### config.mk
export PLATFORM = sky130hd
export DESIGN_NAME = instr_decode_ctrl
export DESIGN_NICKNAME = d
export VERILOG_FILES = /design/src/rtl/ctrl_pkg.sv /design/src/rtl/instr_decode_ctrl_call_stack.sv /design/src/rtl/instr_decode_ctrl.sv
export SDC_FILE = /design/constraint.sdc
export NUM_CORES = 1
export LEC_CHECK = 0
export CAP_MARGIN = 10
export CORE_UTILIZATION = 23
export CTS_CLUSTER_SIZE = 10
export DETAILED_ROUTE_END_ITERATION = 8
export PLACE_DENSITY = 0.81
export SLEW_MARGIN = 0
export SYNTH_ARGS = -nofsm -noshare
export SYNTH_HDL_FRONTEND = slang
export SYNTH_HIERARCHICAL = 1
export SYNTH_SLANG_ARGS = --single-unit
### constraint.sdc
create_clock -name CLK -period 2.07 [get_ports CLK]
set_input_delay 0.621 -clock CLK [delete_from_list [all_inputs] [get_ports CLK]]
set_output_delay 0.621 -clock CLK [all_outputs]
set_load 0.005 [all_outputs]
### src/rtl/ctrl_pkg.sv
// Shared types for the instruction decode controller.
// Opcode, ALU-op and FSM state enums plus the static decode table.
package ctrl_pkg;

  localparam int STACK_DEPTH_DEF = 4;

  typedef enum logic [3:0] {
    OP_NOP  = 4'h0,
    OP_ADD  = 4'h1,
    OP_SUB  = 4'h2,
    OP_AND  = 4'h3,
    OP_OR   = 4'h4,
    OP_ADDI = 4'h5,
    OP_LDI  = 4'h6,
    OP_CMP  = 4'h7,
    OP_JMP  = 4'h8,
    OP_JZ   = 4'h9,
    OP_JNZ  = 4'hA,
    OP_JC   = 4'hB,
    OP_CALL = 4'hC,
    OP_RET  = 4'hD,
    OP_RSVD = 4'hE,
    OP_HALT = 4'hF
  } opcode_e;

  typedef enum logic [1:0] {
    ALU_ADD = 2'b00,
    ALU_SUB = 2'b01,
    ALU_AND = 2'b10,
    ALU_OR  = 2'b11
  } alu_op_e;

  typedef enum logic {
    RUN  = 1'b0,
    HALT = 1'b1
  } state_e;

  typedef struct packed {
    logic    reg_we;
    logic    src_imm;
    logic    load_imm;
    alu_op_e alu_op;
    logic    flag_ld;
  } dec_t;

  function automatic dec_t decode(opcode_e op);
    dec_t d;
    d = '{reg_we: 1'b0, src_imm: 1'b0,
          load_imm: 1'b0, alu_op: ALU_ADD,
          flag_ld: 1'b0};
    unique case (op)
      OP_ADD: begin
        d.reg_we  = 1'b1;
        d.flag_ld = 1'b1;
      end
      OP_SUB: begin
        d.reg_we  = 1'b1;
        d.alu_op  = ALU_SUB;
        d.flag_ld = 1'b1;
      end
      OP_AND: begin
        d.reg_we  = 1'b1;
        d.alu_op  = ALU_AND;
        d.flag_ld = 1'b1;
      end
      OP_OR: begin
        d.reg_we  = 1'b1;
        d.alu_op  = ALU_OR;
        d.flag_ld = 1'b1;
      end
      OP_ADDI: begin
        d.reg_we  = 1'b1;
        d.src_imm = 1'b1;
        d.flag_ld = 1'b1;
      end
      OP_LDI: begin
        d.reg_we   = 1'b1;
        d.src_imm  = 1'b1;
        d.load_imm = 1'b1;
      end
      OP_CMP: begin
        d.alu_op  = ALU_SUB;
        d.flag_ld = 1'b1;
      end
      default: ;
    endcase
    return d;
  endfunction

endpackage

### src/rtl/instr_decode_ctrl_call_stack.sv
// LIFO of 8-bit return addresses for CALL/RET.
// Push when full and pop when empty are ignored here; the caller flags them.
module call_stack
  import ctrl_pkg::*;
#(
  parameter int DEPTH = STACK_DEPTH_DEF
) (
  input  logic       CLK,
  input  logic       reset,
  input  logic       push,
  input  logic       pop,
  input  logic [7:0] din,
  output logic [7:0] top,
  output logic       full,
  output logic       empty
);

  localparam int AW = $clog2(DEPTH);

  logic [AW:0]   sp_q;
  logic [AW:0]   sp_d;
  logic [AW-1:0] top_idx;
  logic [7:0]    mem_q [DEPTH];

  assign full    = (sp_q == (AW+1)'(DEPTH));
  assign empty   = (sp_q == '0);
  assign top_idx = AW'(sp_q - 1'b1);
  assign top     = mem_q[top_idx];

  always_comb begin
    sp_d = sp_q;
    if (push && !full) begin
      sp_d = sp_q + 1'b1;
    end else if (pop && !empty) begin
      sp_d = sp_q - 1'b1;
    end
  end

  always_ff @(posedge CLK) begin
    if (reset) begin
      sp_q <= '0;
    end else begin
      sp_q <= sp_d;
    end
  end

  // Entries need no reset; only sp decides what is live.
  always_ff @(posedge CLK) begin
    if (!reset && push && !full) begin
      mem_q[sp_q[AW-1:0]] <= din;
    end
  end

endmodule

### src/rtl/instr_decode_ctrl.sv
// Decode/control for the 24-bit ISA: RUN/HALT FSM, flags, PC select.
// Define CALL_STACK_EN to build the hardware call stack.
module instr_decode_ctrl
  import ctrl_pkg::*;
#(
  parameter int STACK_DEPTH = STACK_DEPTH_DEF
) (
  input  logic        CLK,
  input  logic        reset,
  input  logic [23:0] instr,
  input  logic [7:0]  pc,
  input  logic        alu_zero,
  input  logic        alu_carry,
  input  logic        resume,
  output logic [3:0]  rd_addr,
  output logic [3:0]  rs_addr,
  output logic [3:0]  rt_addr,
  output logic        reg_we,
  output logic        alu_src_imm,
  output logic        load_imm,
  output logic [1:0]  alu_op,
  output logic [7:0]  immediate,
  output logic        PCSrc,
  output logic        flag_z,
  output logic        flag_c,
  output logic        halted,
  output logic        stack_err
);

  opcode_e    op;
  logic [7:0] imm;
  dec_t       dec;
  logic       flag_ld;
  state_e     state_q;
  state_e     state_d;
  logic       flag_z_q;
  logic       flag_c_q;

  assign op      = opcode_e'(instr[23:20]);
  assign rd_addr = instr[19:16];
  assign rs_addr = instr[15:12];
  assign rt_addr = instr[11:8];
  assign imm     = instr[7:0];

  assign flag_z = flag_z_q;
  assign flag_c = flag_c_q;
  assign halted = (state_q == HALT);

`ifdef CALL_STACK_EN
  logic       push;
  logic       pop;
  logic       err_set;
  logic       stk_full;
  logic       stk_empty;
  logic [7:0] stk_top;
  logic       stack_err_q;

  call_stack #(
    .DEPTH (STACK_DEPTH)
  ) u_call_stack (
    .CLK   (CLK),
    .reset (reset),
    .push  (push),
    .pop   (pop),
    .din   (pc + 8'd1),
    .top   (stk_top),
    .full  (stk_full),
    .empty (stk_empty)
  );

  assign stack_err = stack_err_q;
`else
  logic unused_depth;

  assign unused_depth = (STACK_DEPTH > 1);
  assign stack_err    = 1'b0;
`endif

  always_comb begin
    dec         = decode(op);
    reg_we      = 1'b0;
    alu_src_imm = 1'b0;
    load_imm    = 1'b0;
    alu_op      = ALU_ADD;
    flag_ld     = 1'b0;
    PCSrc       = 1'b0;
    immediate   = imm;
    state_d     = state_q;
`ifdef CALL_STACK_EN
    push    = 1'b0;
    pop     = 1'b0;
    err_set = 1'b0;
`endif
    if (state_q == HALT) begin
      // Re-select pc so fetch stays put until resume.
      if (resume) begin
        state_d = RUN;
      end else begin
        PCSrc     = 1'b1;
        immediate = pc;
      end
    end else begin
      reg_we      = dec.reg_we;
      alu_src_imm = dec.src_imm;
      load_imm    = dec.load_imm;
      alu_op      = dec.alu_op;
      flag_ld     = dec.flag_ld;
      unique case (op)
        OP_JMP: PCSrc = 1'b1;
        OP_JZ:  PCSrc = flag_z_q;
        OP_JNZ: PCSrc = !flag_z_q;
        OP_JC:  PCSrc = flag_c_q;
        OP_CALL: begin
          PCSrc = 1'b1;
`ifdef CALL_STACK_EN
          push    = !stk_full;
          err_set = stk_full;
`endif
        end
        OP_RET: begin
`ifdef CALL_STACK_EN
          if (stk_empty) begin
            err_set = 1'b1;
          end else begin
            PCSrc     = 1'b1;
            immediate = stk_top;
            pop       = 1'b1;
          end
`endif
        end
        OP_HALT: begin
          PCSrc     = 1'b1;
          immediate = pc;
          state_d   = HALT;
        end
        default: ;
      endcase
    end
  end

  always_ff @(posedge CLK) begin
    if (reset) begin
      state_q  <= RUN;
      flag_z_q <= 1'b0;
      flag_c_q <= 1'b0;
    end else begin
      state_q <= state_d;
      if (flag_ld) begin
        flag_z_q <= alu_zero;
        flag_c_q <= alu_carry;
      end
    end
  end

`ifdef CALL_STACK_EN
  always_ff @(posedge CLK) begin
    if (reset) begin
      stack_err_q <= 1'b0;
    end else if (err_set) begin
      stack_err_q <= 1'b1;
    end
  end
`endif

endmodule

==> run summary, run 1 <==
Status - finished, violations left
Failing checks - negative setup slack
Arr. time, crit path - 1.61 ns
CP max stage delay - 0.29 ns
VDD IR max - 278 uV
Nets@finish - 143
Cell Count, Final, Fillers Out - 133
Register area share after synthesis - 0.112
Clk slew on worst S/H paths - 0.03 ns
Number of global-route vias before repair - 600
Cell area after synthesis - 538 um^2
Yosys cell types - 24
Initial DRT Pass Iterations - 4
Chip height - 50.4 um
Final Util - 0.472
Pin count of the biggest net entering global routing - 9
Gpl congestion - 0.815
Die extent in x - 50.4 um
Most frequent CP cell - buf_6
Hold crit path type - reg2reg
Critical path class - in2out
Fin crit period - 2.23 ns
DR WL/cell - 13.1 um
Initial antenna violation count - 0
Reg area - 60.1 um^2
Via/cell ratio - 4.26
Ant diodes - 0
Post-Layout Inst Area - 1040 um^2
# fillers - 210
Cell Rows - 17
Final-report setup violation count - 9
CTS sink count - 3
IO Port Bufs - 41
Placed cells - 124
Residual DRC count - 0
Routed WL - 1.75 mm
Synth Instances - 61
GRT Total Usage - 0.137
Antenna Nets Post-Route - 0
Insertion delay to the later sink of the worst-skew pair - 0.23 ns
IO Count - 67
RSZ-0062 raised after global routing - yes
Clock Tree Root - clkbuf_4
TNS Setup - -1.10 ns
Core area - 2210 um^2
Final Max Slew Viols - 0
Multi-input logic area - 397 um^2
Iter 0 DRT Violations - 3
Max-Cap Viols - 0
Area grow syn2layout - 94.2%
Mapped Nets - 98
CP Launch Type - primary input
Fmax - 449 MHz
Max clock buf depth - 2
# H-tree levels - 1
Slowest cell on the critical path - mux2_4
Fin. Hold Viols - 0
CTS tree - done
Crit. End Element - primary output
Static leakage - 0.471 nW
CTS Buf Count - 3
Die Area - 2540 um^2
Post-DP Area - 931 um^2
Max FO, Critical Path - 5
Vias - 566
Worst setup margin - -0.156 ns
Req. time, crit path - 1.45 ns
Power Density - 339 nW/um^2
Clock skew - 0.00219 ns
First-pass GRT wire length - 2.55 mm
Final period utilization - 1.08
Initial core utilization - 0.243
Avg Cell Area, Syn - 8.82 um^2
Yosys warns - 6
Yosys reg bits - 3
CP Cell Sequence - buf_2 -> nand2b_1 -> nand2b_4 -> nand2_8 -> buf_6 -> mux2_4 -> buf_6
Dpl hpwl - 1.34 mm
Layout cells sized above 1 - 0.514
Overflow after GRT - 0
==> metal layers <==
metal,share of wire,global-route usage,up-vias
li1,-,-,281
met1,0.32,0.119,269
met2,0.63,0.284,14
met3,0.048,0.0333,2
met4,0.0046,0.0602,0
met5,0,0,-
==> final cells by class <==
cell class              instances  area share
well taps                      28      0.0335
multi-input cells              42       0.380
clock buffers                   4      0.0251
repair buffers                 56       0.504
flip-flops and latches          3      0.0575
==> path summary, 6_finish.rpt <==
check	from	to	slack (ns)	cells after the start
setup / recovery	instr[23]	immediate[5]	-0.16	7
hold / removal	flag_z$_SDFFE_PP0P_	flag_z$_SDFFE_PP0P_	0.68	3
setup reg to reg	halted$_SDFF_PP0_	flag_c$_SDFFE_PP0P_	0.92	6
hold reg to reg	flag_z$_SDFFE_PP0P_	flag_z$_SDFFE_PP0P_	0.68	3
==> cells in the final DEF (no fill, tap or decap), types with 2 or more instances in the layout <==
cell / instances
nor3_1: 4
buf_4: 12
clkbuf_4: 3
mux2i_1: 2
clkdlybuf4s50_1: 22
buf_2: 4
nor2_1: 5
a21oi_1: 3
dfxtp_1: 3
buf_6: 14
nand2_1: 2
mux2_4: 8
==> worst max-delay path: cells and delay by family <==
family | cells | cell delay (ns)
buffers and inverters | 3 | 0.35
AND/OR/NAND/NOR | 3 | 0.34
multiplexers | 1 | 0.29
==> timing repair <==
item | CTS | global route
endpoints found under the setup margin | 14 | 13
hold endpoints to repair | 0 | 0
gates resized for setup | 89 | 7
hold buffers | 0 | 0
buffers inserted | 5 | 0
pin swaps | 3 | 5
==> report_power, final <==
| part | internal [mW] | switching, mW | leakage, nW |
|---|---|---|---|
| registers | 0.0613 | 0.00266 | 0.0246 |
| logic | 0.126 | 0.0633 | 0.432 |
| clock network | 0.0722 | 0.0295 | 0.0150 |
==> synthesized netlist by cell type, drive strengths merged <==
master  instances  area, um^2
buf            16         128
mux2            8         120
nor2            6        22.5
nand2           4        31.3
nor3            4        20.0
a21oi           3        15.0
dfxtp           3        60.1
mux2i           2        20.0
nand2b          2        20.0
nor3b           2        15.0
o21ai           2        13.8
a21boi          1        7.51
a221oi          1        8.76
and3            1        11.3
conb            1        3.75
nor2b           1        6.26
nor4            1        6.26
or2b            1        11.3
xnor2           1        8.76
xor2            1        8.76
==> registers in the layout (all words and copies together) (netlist names) <==
signal  flops
flag_c      1
flag_z      1
halted      1
==> metrics by stage <==
step / worst slack [ns] / hold WS [ns] / power, mW
2_1_floorplan: 0.0246 / 0.529 / 0.151
3_3_place_gp: -0.918 / 0.608 / 0.231
3_5_place_dp: -1.02 / 0.647 / 0.236
4_1_cts: -0.160 / 0.686 / 0.353
5_1_grt: -0.200 / 0.763 / 0.377
6_report: -0.156 / 0.680 / 0.355
==> kinds of logic (layout without fill, tap and decap cells) <==
family,after synthesis,count (layout),share of synthesized area
buf+inv,16,60,0.237
flops,3,3,0.112
other cells,1,1,0.00697
mux,10,10,0.260
compound gates,7,7,0.0837
simple gates,22,22,0.267
xor+xnor,2,2,0.0326
Power figures use the tool's default switching activity.
==> run 2, diff against run 1 <==
- CORE_UTILIZATION: 23 -> 26
- clock period: 2.07 -> 2.1 ns (I/O delays scaled with it)
==> run 2 against run 1 <==
Compared with the run above:
- largest cell class unchanged
- critical path type unchanged
- the flow still finishes with violations (negative setup slack)
- combinational power hardly changed
- sequential power fell by 0.9%
- via count is 3.0% higher
- total power decreased by 2.4%
==> run summary, run 2 (synthesis gave the netlist of run 1 again) <==
DR WL/cell - 11.8 um (-10%)
RSZ-0062 raised after global routing - yes
Layout cells sized above 1 - 0.561 (+0.0465)
Static leakage - 0.482 nW (+2.3%)
# fillers - 195 (-7.1%)
IO Count - 67 (unchanged)
FF-to-FF Start - halted$_SDFF_PP0_
First-pass GRT wire length - 2.09 mm (-18%)
Residual DRC count - 0 (unchanged)
Area grow syn2layout - 97.7%
Routed WL - 1.58 mm (-9.7%)
GRT Total Usage - 0.131 (-0.00562)
CTS sink count - 3 (unchanged)
Initial core utilization - 0.274 (+0.0310)
Worst setup margin - -0.137 ns (+0.0189 ns)
Status - finished, violations left
Combinational Power Share - 0.537 (+0.004)
IO Port Bufs - 41 (unchanged)
Internal - 0.257 mW (-0.73%)
Crit. End Element - primary output
Fmax - 447 MHz
Chip height - 47.5 um (-5.7%)
Die extent in x - 47.5 um (-5.7%)
Via/cell ratio - 4.35 (+2.2%)
VDD IR max - 306 uV (+10%)
Dpl hpwl - 1.18 mm (-12%)
Critical path class - in2out
Ant diodes - 0 (unchanged)
Final period utilization - 1.07
Pin count of the biggest net entering global routing - 9 (unchanged)
Final Max Slew Viols - 0 (unchanged)
Antenna Nets Post-Route - 0 (unchanged)
R2R setup slack - 0.99 ns (+0.07 ns)
CTS Hold Buffers Added - 0 (unchanged)
Critical R2R Capture - flag_z$_SDFFE_PP0P_
Number of global-route vias before repair - 537 (-11%)
Sequential power share - 0.183 (+0.003)
Max FO, Critical Path - 6 (+1)
# H-tree levels - 1 (unchanged)
Max-Cap Viols - 0 (unchanged)
Insertion delay to the later sink of the worst-skew pair - 0.23 ns (about the same)
Cell Rows - 16 (-1)
Nets@finish - 145 (+1.4%)
Die Area - 2260 um^2 (-11%)
Arr. time, crit path - 1.61 ns (about the same)
Power Density - 325 nW/um^2 (-4.2%)
Final-report setup violation count - 9 (unchanged)
Max clock buf depth - 2 (unchanged)
Clock skew - 0.00270 ns (+0.000512 ns)
Clock share of power - 0.280 (-0.007)
Clock Tree Root - clkbuf_4
Net Switching - 0.0887 mW (-7.1%)
Hold-critical path depth - 2 (-1)
Vias - 583 (+3.0%)
TNS Setup - -0.965 ns (+0.133 ns)
CTS tree - done
Commonest non-fill, non-tap cell in the layout - clkdlybuf4s50_1
Min-delay src - flag_z$_SDFFE_PP0P_
Hold crit path type - reg2reg
Fin crit period - 2.24 ns
R2R depth - 6 (unchanged)
Post-Layout Inst Area - 1060 um^2 (+1.8%)
Iter 0 DRT Violations - 4 (+1)
Req. time, crit path - 1.47 ns (+0.02 ns)
Hold endpoint - flag_z$_SDFFE_PP0P_
Core area - 1960 um^2 (-11%)
Sw frac - 0.256 (-0.0129)
Commonest non-fill, non-tap cells in the layout - 22 x clkdlybuf4s50_1, 15 x buf_6, 12 x buf_4, 8 x mux2_4
Post-DP Area - 945 um^2 (+1.5%)
Overflow after GRT - 0 (unchanged)
Clk slew on worst S/H paths - 0.03 ns (about the same)
Fin. Hold Viols - 0 (unchanged)
Failing checks - negative setup slack
Initial antenna violation count - 0 (unchanged)
Initial DRT Pass Iterations - 4 (unchanged)
CP Launch Type - primary input
CTS Buf Count - 3 (unchanged)
Gpl congestion - 0.656 (-19%)
run 2: cell types whose count changed in the layout (fill, tap and decap cells not counted):
cell and change:
nor2_2 +1, xnor2_2 +1, nor3b_2 +1, dlygate4sd2_1 -1, buf_8 +1, xnor2_4 -1
clkdlybuf4s15_2 +1, clkbuf_2 +1, clkdlybuf4s15_1 -1, nor3b_1 -1, buf_6 +1, nor2_1 -1
run 2: layout make-up:
class,count,area (um^2),area share
repair buffers,58,551,0.518
multi-input cells,42,393,0.369
well taps,27,33.8,0.0318
flip-flops and latches,3,60.1,0.0565
clock buffers,4,26.3,0.0247
run 2: stage by stage:
step / std cells / util / hold WS (ns) / setup slack [ns] / total power [mW]
floorplan: 61 / - / 0.529 / 0.0366 / 0.149
global placement: 125 / 0.482 / 0.553 / -0.846 / 0.229
detailed placement: 125 / 0.482 / 0.574 / -0.899 / 0.234
CTS: 134 / 0.541 / 0.594 / -0.142 / 0.349
global route: 134 / 0.542 / 0.626 / -0.159 / 0.373
finish: 134 / 0.542 / 0.584 / -0.137 / 0.346
run 2: power by group through the flow:
stage,logic [mW],registers (mW),clock network (mW)
final,0.186,0.0634,0.0968
after floorplan,0.0850,0.0641,0
after global routing,0.198,0.0638,0.111
after global placement,0.165,0.0638,0
after CTS,0.184,0.0634,0.101
after detailed placement,0.170,0.0639,0
run 2: worst max path at each step:
stage	from	endpoint
floorplan	instr[22]	immediate[0]
global placement	instr[20]	immediate[7]
detailed placement	instr[20]	immediate[7]
CTS	instr[22]	immediate[0]
global route	instr[22]	immediate[7]
finish	instr[22]	immediate[7]
run 2: metal layers:
layer,track usage,part of all wire,up-vias
li1,-,-,286
met3,0.0415,0.065,8
met1,0.122,0.36,271
met4,0.0629,0.017,0
met5,0,0,-
met2,0.255,0.56,18
run 2: timing repair:
item / CTS / global route
setup buffers: 5 / 0
setup endpoints to repair: 14 / 12
pin swaps: 4 / 0
gates resized for setup: 96 / 5
run 2: worst max-delay path, cell delays in order:
cell	delay, ns
buf_6	0.09
and3_4	0.18
nand2b_4	0.09
nand2_8	0.08
buf_6	0.12
mux2_4	0.29
buf_6	0.12
==> patch, RTL diff (config.mk and constraints of run 1) <==
Add a define of `CALL_STACK_EN`.
--- a/src/rtl/instr_decode_ctrl.sv
+++ b/src/rtl/instr_decode_ctrl.sv
@@ -1,5 +1,7 @@
 // Decode/control for the 24-bit ISA: RUN/HALT FSM, flags, PC select.
 // Define CALL_STACK_EN to build the hardware call stack.
+`define CALL_STACK_EN
+
 module instr_decode_ctrl
   import ctrl_pkg::*;
 #(
Function: changed (a bounded check fails within 4 cycles, from zero or initial values and one cycle with reset high).
==> patch against run 1 <==
Sequential power rose to 13 times the old value. Via count rose to 3.3 times the old value. Final area rose to 3.4 times the old value. Area after synthesis rose to 4.3 times the old value. Sequential cell count rose by 36. Setup slack got worse by 0.51 ns. Combinational power rose by 99%. Clock power rose to 4.9 times the old value. Critical endpoint is now immediate[7]. Maximum frequency fell by 19%. Routed wire length rose to 3.6 times the old value. Power rose to 4.9 times the old value. The run still ends with negative setup slack left. Critical path type is now reg -> out. Sequential share of layout area rose by 25 points.
==> patch: results (changes against run 1) <==
- Status: finished, violations left
* Failing checks: negative setup slack
- Standby leakage power: 1.35 nW (+190%)
- In the post-synthesis netlist, the biggest area contributors are sky130_fd_sc_hd__edfxtp_1 41%, sky130_fd_sc_hd__mux4_2 7.8%, sky130_fd_sc_hd__dfxtp_1 6.1%.
- The total via count after detailed routing is 1,842 (+230%).
- Met1 routed wirelength after detailed routing: 2670 microns (+380%)
- Post-route setup slack: -0.662 ns (-0.506 ns)
* Detailed-routing iteration count for the pre-antenna-repair pass: 5 (+1)
- The critical path's largest stage delay is 0.39 ns (+0.10 ns).
* Top delay family on crit path: compound AO/OA/AOI/OAI gates
- Iteration-0 DRC count of the detailed router: 112 (+109)
- The arrival time of data at the critical path endpoint came to 2.11 ns (+0.50 ns).
* Root buffer cell: sky130_fd_sc_hd__clkbuf_8
- Total setup violations reported at the end of the flow: 12 (+3)
- Number of buffers added on ports: 42 (+2.4%)
- The met2 wirelength from detailed routing was 3020 microns (+170%).
- Clk Latency, worst-skew pair: 0.29 ns (+0.06 ns)
- Post-DP HPWL: 4360 microns (+230%)
- The wire length of the first global-routing pass came to 9570 microns (+270%).
- The worst hold path begins at stack_err.
* Clk slew on worst S/H paths: 0.08 ns (+0.05 ns)
* Inserted Clock Buffers: 5 (+2)
- The total wire length after detailed routing is 6220 microns (+260%).
* Number of enable-type register cells in the synthesized netlist: 32 (+32)
* Met3 wire length: 471 microns (+470%)
* Yosys cell types: 40 (+67%)
- The maximum clock skew at final layout was 0.00603 ns (+0.00384 ns).
- Total Nets Final: 317 (+120%)
- The largest fanout of any net on the critical path is 3 (-2).
* Share of synthesized area occupied by flip-flops and latches: 47.5% (+36 points)
- Setup TNS after final layout: -5.50 ns (-4.40 ns)
* Worst slack after detailed placement: -1.10 ns (-0.0801 ns)
- The aggregate global-route resource usage came to 12.2% (-1.5 points).
==> patch: cell count changes in the layout (fill, tap and decap cells not counted), moves of 5 or more <==
cell	change
sky130_fd_sc_hd__buf_2	+11
sky130_fd_sc_hd__nand2b_1	+5
sky130_fd_sc_hd__a221o_1	+8
sky130_fd_sc_hd__mux2_4	-8
sky130_fd_sc_hd__mux2_2	+9
sky130_fd_sc_hd__edfxtp_1	+32
sky130_fd_sc_hd__buf_4	+32
sky130_fd_sc_hd__mux4_2	+8
sky130_fd_sc_hd__a32o_1	+7
sky130_fd_sc_hd__clkbuf_8	+5
sky130_fd_sc_hd__and2_4	+6
==> patch: cell type report <==
cell class                 instances  area (sq um)  area share [%]
multi-input combinational        116          1240            34.8
sequential                        39          1100            30.9
timing repair buffer             105           945            26.4
tap                              133           166            4.66
clock buffer                       5          68.8            1.93
inverter                           6          27.5           0.771
clock inverter                     3          17.5           0.490
==> patch: power by group through the flow <==
stage	clock (mW)	sequential, mW	combinational (mW)
after CTS	0.513	0.862	0.352
after detailed placement	0	0.879	0.334
after global placement	0	0.879	0.327
after floorplan	0	0.881	0.158
after global routing	0.545	0.862	0.406
final	0.504	0.862	0.377
==> patch: worst min-delay path: cells and delay by family, from the launching register on <==
kind,cells,cell delay [ns]
DFF,1,0.34
and+or+nand+nor,1,0.07
AOI/OAI and AO/OA,1,0.05
==> patch: timing repair <==
action	in CTS	in global routing
pin swaps	10	14
buffers inserted	8	8
endpoints found under the hold margin	0	0
setup endpoints to repair	49	31
cloned	0	1
resized for setup	113	22
hold buffers	0	0
==> patch: cell families after synthesis <==
family	synth area share, %
AO/OA/AOI/OAI	11.8
XOR/XNOR	3.03
AND/OR/NAND/NOR	12.0
flip-flops	47.5
buffers and inverters	7.08
adder cells (fa/ha/maj)	3.78
multiplexers	14.7
==> patch: path summary, 6_finish.rpt <==
check,endpoint,cells after the start,slack (ns)
setup / recovery,immediate[7],7,-0.66
hold / removal,stack_err,2,0.49
setup reg to reg,u_call_stack/sp_q[1],10,-0.21
hold reg to reg,stack_err,2,0.49
==> patch: per-stage QoR <==
stage | hold WS (ns) | instances | total power, mW | instance area [sq um]
after global routing | 0.548 | 407 | 1.81 | 3570
after global placement | 0.472 | 383 | 1.21 | 3200
final | 0.493 | 407 | 1.74 | 3570
after floorplan | 0.461 | 182 | 1.04 | 2380
after CTS | 0.496 | 399 | 1.73 | 3400
after detailed placement | 0.477 | 383 | 1.21 | 3200
==> patch: per-layer routing <==
layer  up-vias  track usage (%)
li1        874                -
met1       894             16.2
met2        62             19.9
met3        12             2.87
met4         0             3.08
met5         -                0
